[config.mk]
export PLATFORM = sky130hd
export DESIGN_NAME = if_prefetch
export DESIGN_NICKNAME = d
export VERILOG_FILES = /design/src/rtl/if_prefetch.sv
export SDC_FILE = /design/constraint.sdc
export NUM_CORES = 1
export LEC_CHECK = 0
export CORE_MARGIN = 2
export CORE_UTILIZATION = 51
export DETAILED_ROUTE_END_ITERATION = 6
export PLACE_DENSITY = 0.76
export SETUP_SLACK_MARGIN = 0.15
export SLEW_MARGIN = 20
export SYNTH_ARGS = -nofsm -noshare
export SYNTH_HDL_FRONTEND = slang
export SYNTH_SLANG_ARGS = --single-unit
export TNS_END_PERCENT = 50
[constraint.sdc]
create_clock -name clk_in -period 5.1 [get_ports clk_in]
set_clock_uncertainty 0.2 [all_clocks]
set_input_delay 1.53 -clock clk_in [delete_from_list [all_inputs] [get_ports clk_in]]
set_output_delay 1.53 -clock clk_in [all_outputs]
set_load 0.02 [all_outputs]
[src/rtl/if_prefetch.sv]
// if_prefetch: sequential instruction-fetch stage with a DEPTH-entry prefetch queue.
// Issues word loads to the memory controller, buffers {pc, instruction} pairs and
// hands them to ID over a valid/ready handshake. A redirect flushes the queue and
// throws away the response of any request still in flight.
//
// Ports
//   clk_in, rst_in          clock, asynchronous active-high reset
//   rdy_in                  global enable; low freezes every register
//   memctl_op/len/addr      load request to the memory controller
//   memctl_rdy/out          one-cycle response strobe and fetched word
//   br_flag/br_target       redirect request and new PC from EX
//   id_ready                ID takes the head entry this cycle
//   out_valid/output_pc/ins head entry of the queue
//   stall                   STALL_IF while the queue is empty
//
// state   | meaning
// IDLE    | no request outstanding (queue full, or one cycle after redirect/discard)
// REQ     | load at fetch_pc outstanding; its data will be queued
// DISCARD | load outstanding but abandoned by a redirect; its data is dropped
module if_prefetch #(
    parameter int          DEPTH    = 4,
    parameter logic [31:0] RESET_PC = 32'h0
) (
    input  logic        clk_in,
    input  logic        rst_in,
    input  logic        rdy_in,
    output logic [1:0]  memctl_op,
    output logic [1:0]  memctl_len,
    output logic [31:0] memctl_addr,
    input  logic        memctl_rdy,
    input  logic [31:0] memctl_out,
    input  logic        br_flag,
    input  logic [31:0] br_target,
    input  logic        id_ready,
    output logic        out_valid,
    output logic [31:0] output_pc,
    output logic [31:0] ins,
    output logic [2:0]  stall
);

    localparam int PW = $clog2(DEPTH);
    localparam int CW = PW + 1;

    localparam logic [1:0] MEM_NOP  = 2'b00;
    localparam logic [1:0] MEM_LOAD = 2'b01;
    localparam logic [1:0] MEM_WORD = 2'b10;
    localparam logic [2:0] STALL_IF = 3'b001;

    localparam logic [PW-1:0] PTR_ONE   = PW'(1);
    localparam logic [CW-1:0] CNT_DEPTH = CW'(DEPTH);

    typedef enum logic [1:0] {
        S_IDLE,
        S_REQ,
        S_DISCARD
    } state_t;

    state_t         r_state;
    logic [31:0]    r_fetch_pc;
    logic [31:0]    r_addr;
    logic [CW-1:0]  r_count;
    logic [PW-1:0]  r_head;
    logic [PW-1:0]  r_tail;
    logic [31:0]    r_last_pc;
    logic [31:0]    r_last_ins;
    logic [31:0]    r_q_pc  [DEPTH];
    logic [31:0]    r_q_ins [DEPTH];

    logic           w_empty;
    logic           w_pop;
    logic           w_push;
    logic [CW-1:0]  w_next_count;

    assign w_empty      = (r_count == '0);
    assign w_pop        = !w_empty && id_ready;
    // Space is guaranteed: a request is only issued while count < DEPTH.
    assign w_push       = (r_state == S_REQ) && memctl_rdy && !br_flag;
    assign w_next_count = r_count + CW'(w_push) - CW'(w_pop);

    // Queue storage carries no control meaning, so it needs no reset.
    always_ff @(posedge clk_in) begin
        if (rdy_in && w_push) begin
            r_q_pc[r_tail]  <= r_fetch_pc;
            r_q_ins[r_tail] <= memctl_out;
        end
    end

    always_ff @(posedge clk_in or posedge rst_in) begin
        if (rst_in) begin
            r_state    <= S_IDLE;
            r_fetch_pc <= RESET_PC;
            r_addr     <= 32'h0;
            r_count    <= '0;
            r_head     <= '0;
            r_tail     <= '0;
            r_last_pc  <= 32'h0;
            r_last_ins <= 32'h0;
        end else if (rdy_in) begin
            // Remember the head so the outputs hold once the queue drains or flushes.
            if (!w_empty) begin
                r_last_pc  <= r_q_pc[r_head];
                r_last_ins <= r_q_ins[r_head];
            end
            if (br_flag) begin
                r_count    <= '0;
                r_head     <= '0;
                r_tail     <= '0;
                r_fetch_pc <= br_target;
                // r_addr is left alone: DISCARD keeps presenting the abandoned address.
                case (r_state)
                    S_REQ:     r_state <= memctl_rdy ? S_IDLE : S_DISCARD;
                    S_DISCARD: r_state <= memctl_rdy ? S_IDLE : S_DISCARD;
                    default:   r_state <= S_IDLE;
                endcase
            end else begin
                r_count <= w_next_count;
                if (w_pop) begin
                    r_head <= r_head + PTR_ONE;
                end
                if (w_push) begin
                    r_tail     <= r_tail + PTR_ONE;
                    r_fetch_pc <= r_fetch_pc + 32'd4;
                end
                case (r_state)
                    S_IDLE: begin
                        if (r_count < CNT_DEPTH) begin
                            r_state <= S_REQ;
                            r_addr  <= r_fetch_pc;
                        end
                    end
                    S_REQ: begin
                        if (memctl_rdy) begin
                            if (w_next_count < CNT_DEPTH) begin
                                r_addr <= r_fetch_pc + 32'd4;
                            end else begin
                                r_state <= S_IDLE;
                            end
                        end
                    end
                    S_DISCARD: begin
                        if (memctl_rdy) begin
                            r_state <= S_IDLE;
                        end
                    end
                    default: r_state <= S_IDLE;
                endcase
            end
        end
    end

    assign memctl_op   = (r_state == S_IDLE) ? MEM_NOP : MEM_LOAD;
    assign memctl_len  = MEM_WORD;
    assign memctl_addr = r_addr;
    assign out_valid   = !w_empty;
    assign output_pc   = w_empty ? r_last_pc  : r_q_pc[r_head];
    assign ins         = w_empty ? r_last_ins : r_q_ins[r_head];
    assign stall       = w_empty ? STALL_IF : 3'b000;

endmodule

-- Word level (Yosys, flattened, before mapping)
Memory sizes are Yosys's and may differ from the RTL's.
Index checks and enable logic that the tools add are counted.
- register bits after elaboration: 137
- memories: 2
- bits in writable memories: 256
- word-level logic and storage cells: 68
- add/subtract/negate cells: 5
- reduce and logical (&&, ||, !) cells: 16
- order comparisons: 2
- equality and inequality tests: 9
- mux-type cells: 25
- bitwise logic cells: 1
- memory list (memory ; words ; bits a word ; read ports ; clocked after Yosys merged registers in ; wr ports ; line ; text):
    r_q_ins ; 4 ; 32 ; 1 ; 0 ; 1 ; 67 ; logic [31:0] r_q_ins [DEPTH];
    r_q_pc ; 4 ; 32 ; 1 ; 0 ; 1 ; 66 ; logic [31:0] r_q_pc [DEPTH];
- operators with widths (operator ; number):
    32-bit two-way mux ; 7
    32-bit one-hot mux with 2 select lines ; 1
    32-bit by 3-bit adder with 32-bit output, second input constant ; 1
    2-bit two-way mux ; 11
    3-bit inequality test, second input constant ; 4
    3-bit less-than comparator, second input constant ; 2
    2-bit one-hot mux with 3 select lines ; 1
    6-bit AND reduction ; 1
    2-bit nonzero test ; 3
    5-bit AND reduction ; 1
    2-bit by 1-bit adder with 2-bit output, second input constant ; 2
    1-bit logical AND ; 4
    1-bit two-way mux ; 4
    2-bit inequality test, second input constant ; 2
    2-bit AND reduction ; 2
    3-bit by 1-bit adder with 3-bit output ; 1
    3-bit logical NOT ; 1
    3-bit two-way mux ; 1
    3-bit by 1-bit subtractor with 3-bit output ; 1
    2-bit by 1-bit equality test with 1-bit output, second input constant ; 1
    2-bit equality test, second input constant ; 1
    1-bit logical NOT ; 2
    2-bit logical NOT ; 1
    2-bit by 1-bit inequality test with 1-bit output, second input constant ; 1
    other kinds (2) ; 2

-- Logic depth before layout (Yosys ltp)
- word-level depth: 10
- gate-level depth with buffers: 16
- mapped depth without buffers: 14

-- Worst setup path after synthesis
No wires, ideal clock.
- path type: in2reg
- start point: input port memctl_rdy
- end point: register r_addr[16], in the netlist memctl_addr[16]
- cell stages on the path: 13
- setup time: 0.135 ns
- slack: 0.742 ns
- required time: 4.765 ns
- arrival time: 4.023 ns
- cells stage by stage: and2_1 -> clkbuf_1 -> nand2b_1 -> ha_1 -> inv_1 -> ha_1 -> inv_1 -> fa_1 -> xor2_1 -> and4_1 -> o31ai_4 -> clkbuf_1 -> o21ai_0
- longest elaborated chain between the ends: 7
- elaborated cells on any way between the ends: 8
- those cells by class: add/sub (2); order compare (1); eq/ne (2); reduce/logical (3)
- ends and longest elaborated chain (item ; line ; text):
    start, declared ; 30 ; input logic memctl_rdy,
    1-bit logical AND (2 in series) ; 77 ; assign w_push = (r_state == S_REQ) && memctl_rdy && !br_flag;
    3-bit by 1-bit adder with 3-bit output ; 78 ; assign w_next_count = r_count + CW'(w_push) - CW'(w_pop);
    3-bit by 1-bit subtractor with 3-bit output ; 78 ;
    3-bit less-than comparator ; 133 ; if (w_next_count < CNT_DEPTH) begin
    2-bit by 1-bit inequality test with 1-bit output (no line) ; -- ;
    6-bit AND reduction (no line) * ; -- ;
    end signal, assigned ; 128 ; r_addr <= r_fetch_pc;
    end signal, assigned ; 134 ; r_addr <= r_fetch_pc + 32'd4;
    end, declared ; 60 ; logic [31:0] r_addr;
Every way passes the cells marked *; elsewhere a longest branch is shown, timed or not.
A chain may end at the register's enable or synchronous reset.

-- Final worst setup path
- start point: register r_head[0]
- end point: output port output_pc[17]
- longest elaborated chain between the ends: 2
- ends and longest elaborated chain (item ; line ; text):
    start, declared ; 62 ; logic [PW-1:0] r_head;
    start signal, assigned ; 118 ; r_head <= r_head + PTR_ONE;
    memory read 4 x 32 bit ; -- ;
    32-bit two-way mux ; 155 ; assign output_pc = w_empty ? r_last_pc : r_q_pc[r_head];
    end, declared ; 36 ; output logic [31:0] output_pc,
No other way between the ends.

==> summary.md <==
| Metric | Value |
|---|---|
| Synth Instances | `1190` |
| Status | `finished, final reports clean` |
| Pre-antenna DRT Iters | `5` |
| Switching Fraction | `33.51%` |
| Synth area leaders | `edfxtp_1, dfrtp_1, mux4_2` |
| Remaining Overflow, GRT | `0` |
| Die Width | `185.5 µm` |
| Worst-Skew Late Latency | `0.52 ns` |
| Post-route ant nets | `0` |
| Rows | `66` |
| Post-CTS Setup Inserts | `0` |
| CTS Buffer Depth | `3` |
| Synth Cell Area | `16800 µm²` |
| All-layer global routing usage | `22.10%` |
| Diode count | `0` |
| Post-Place Cell Area | `19010 µm²` |
| Top cell type's share of synthesized area | `45.75%` |
| Initial antenna violation count | `0` |
| Final layout net count | `1436` |
| Share of layout cells above drive strength 1 | `approximately 17%` |
| Starting Density | `51.77%` |
| Leak | `7.518 nW` |
| Vias | `10250` |
| RePlAce Congestion | `0.8625` |
| Combinational family with the most area after synthesis | `multiplexers` |
| Count of cell types in the netlist | `62` |
| Crit. End Element | `primary output` |
| Final Instance Area | `20420 µm²` |
| Final core utilization | `62.92%` |
| Register share of total power | `38.0%` |
| Kind of critical path | `reg -> out` |
| Register Area | `11120 µm²` |
| Max Fclk | `213.6 MHz` |
| Critical Path AT | `2.95 ns` |
| Setup-failing EPs final | `0` |
| Area Overhead vs Synth | `21.54%` |
| Top FF cell, synth | `edfxtp_1` |
| Dpl hpwl | `23550 µm` |
| Core ar. | `32450 µm²` |
| Post-synthesis simple-gate area fraction | `10.89%` |
| Yosys reg bits | `393` |
| RSZ-0062 raised after global routing | `no` |
| Max-cap violations | `0` |
| Tmin final | `4.682 ns` |
| WL final | `36690 µm` |
| Die Y | `185.5 µm` |
| Dpl cells | `1753` |
| Multi-input logic area | `5288 µm²` |
| Cts bufs inserted | `42` |
| Num ports | `about 170` |
| Cell taking the most area after synthesis | `edfxtp_1` |
| Comb pwr share | `35.8%` |
| Sink Count | `393` |
| Worst path required time | `between 3 and 4 ns` |
| Tcrit/Tclk final | `91.80%` |
| Clk root buf | `clkbuf_16` |
| Total power after layout | `11.59 mW` |
| PwrDens | `567.8 nW/µm²` |
| Via density | `approximately 5.6` |
| Post-synthesis mux area share | `13.24%` |
| Worst-Margin Slew | `0.8511 ns` |
| Crit start category | `register` |
| Fin. Hold Viols | `0` |
| Global-route wire length before repair | `58160 µm` |
| Number of global-route vias before repair | `approximately 10000` |
| Maximum fanout along the worst path | `26` |
| CTS tree | `yes` |
| Post-synthesis async set-or-reset flop share | `a little over a third` |
| Largest net degree at the start of global routing | `70` |
| Worst min-delay path category | `reg -> reg` |
| Pint | `7.709 mW` |
| FILL cells | `about 2400` |
| H-tree Lvls | `2` |
| Post-synthesis sequential area ratio | `66.16%` |
| DRC Markers | `0` |
| XOR/XNOR Fraction of Synth Area | `about 1.7%` |
| Final Max Tran Viols | `0` |
| WL/cell | `20.04 µm` |
| # hold bufs at CTS | `0` |
| Die area | `around 34000 µm²` |
| Number of synthesized flops with an enable pin | `256` |
| Max_slew headroom | `approximately 43%` |
| Net switching power | `3.885 mW` |
| Final std cells w/o fill | `1831` |
| Clock power frac | `a little over a quarter` |
| Setup TNS | `0 ns` |
| 1st-iter DRT viols | `832` |
| Worst-path clk slew | `approximately 0.06 ns` |
| Port bufs | `168` |
| Post-synthesis adder-cell area fraction | `0.8638%` |
| Complex-gate fraction of the synthesized area | `4.550%` |
| Syn_area_per_cell | `14.12 µm²` |
| Syn. warnings | `0` |
| Peak VDD IR | `slightly below 0.0003 V` |
## cells in the mapped netlist (all sizes together), types with 2 or more instances
cell,count
or2,2
nor2b,3
and3,15
nor2,32
mux4,64
or3,4
nand3,27
o31ai,4
edfxtp,256
nor3,16
nand2b,3
a21oi,10
mux2,66
mux2i,4
a32oi,2
and2,7
a22oi,17
nor4,5
inv,20
xnor2,13
ha,10
nor4b,2
and4,3
buf,37
clkbuf,36
a31oi,2
a211oi,2
conb,2
o2bb2ai,4
nand2,265
xor2,19
dfrtp,137
o22ai,2
nand4,14
o211ai,2
o21ai,73
## cells by family after synthesis
family | after synthesis
DFF | 393
buffers and inverters | 93
AOI/OAI and AO/OA | 126
other | 2
and+or+nand+nor | 399
adders and majority gates | 11
muxes | 134
xor gates and xnor gates | 32
## flip-flops by register name, summed over array words and instances (netlist names)
register / cells
r_fetch_pc: 32
r_q_ins: 128
r_q_pc: 128
r_tail: 2
r_last_pc: 32
memctl_addr: 32
r_count: 3
r_state: 2
r_head: 2
r_last_ins: 32
## cell usage in the layout, fill, tap and decap left out, types with 15 or more instances in the layout
master             n
mux2_2            66
clkdlybuf4s50_1  166
inv_1             18
mux4_2            64
nand2_1          265
clkbuf_1          15
clkbuf_16         45
dfrtp_1          135
nand3_1           23
edfxtp_1         256
xor2_1            19
nor2_1            31
o21ai_0           65
a22oi_1           17
## worst paths after layout
| kind | slack, ns | start | endpoint | depth (start not counted) |
|---|---|---|---|---|
| hold reg to reg | 0.29 | memctl_addr[9] | memctl_addr[9] | 2 |
| max in group asynchronous | 2.62 | rst_in | r_head[0] | 3 |
| setup / recovery | 0.42 | r_head[0] | output_pc[17] | 5 |
| setup reg to reg | 1.29 | r_count[1] | memctl_addr[11] | 12 |
| min in group asynchronous | 1.24 | rst_in | r_last_ins[28] | 2 |
| hold / removal | 0.29 | memctl_addr[9] | memctl_addr[9] | 2 |
## per-layer routing
metal | wire, µm | up-vias | GRT usage [%]
met1 | 16180 | 5199 | 31.22
li1 | - | 4689 | -
met4 | 540 | 0 | 4.984
met2 | 17730 | 311 | 36.19
met3 | 2239 | 46 | 3.972
met5 | 0 | - | 0
## final cells by class
type	instances	share of cell area [%]
clock buffers	65	6.127
clock inverters	13	0.7169
inverters	20	0.4105
multi-input cells	707	25.89
flip-flops and latches	393	54.47
well taps	442	2.708
repair buffers	191	9.675
## power by group through the flow
stage | sequential (mW) | clock (mW) | combinational, mW
global placement | 4.43 | 0 | 4.09
finish | 4.41 | 3.03 | 4.16
global route | 4.48 | 3.22 | 4.50
detailed placement | 4.46 | 0 | 4.17
CTS | 4.41 | 3.09 | 4.19
floorplan | 4.40 | 0 | 2.45
## repair_timing
| action | 4_1_cts | 5_1_grt |
|---|---|---|
| setup endpoints to repair | 41 | 12 |
| pin swaps | 0 | 0 |
| gates resized for setup | 2 | 2 |
## metrics by stage
stage                     worst slack, ns  hold slack, ns
after CTS                          0.2096          0.2956
after floorplan                    0.7416          0.2710
after global routing               0.2221          0.3201
final                              0.4180          0.2899
after detailed placement           0.2398          0.2743
after global placement             0.2886          0.2664
## worst max-delay path, stage by stage, from the launching register on
cell	delay, ns
dfrtp_4	0.76
buf_4	0.36
mux4_2	0.52
nand2_1	0.08
nand2_1	0.07
clkdlybuf4s50_1	0.61
(Power assumes the default switching activity.)
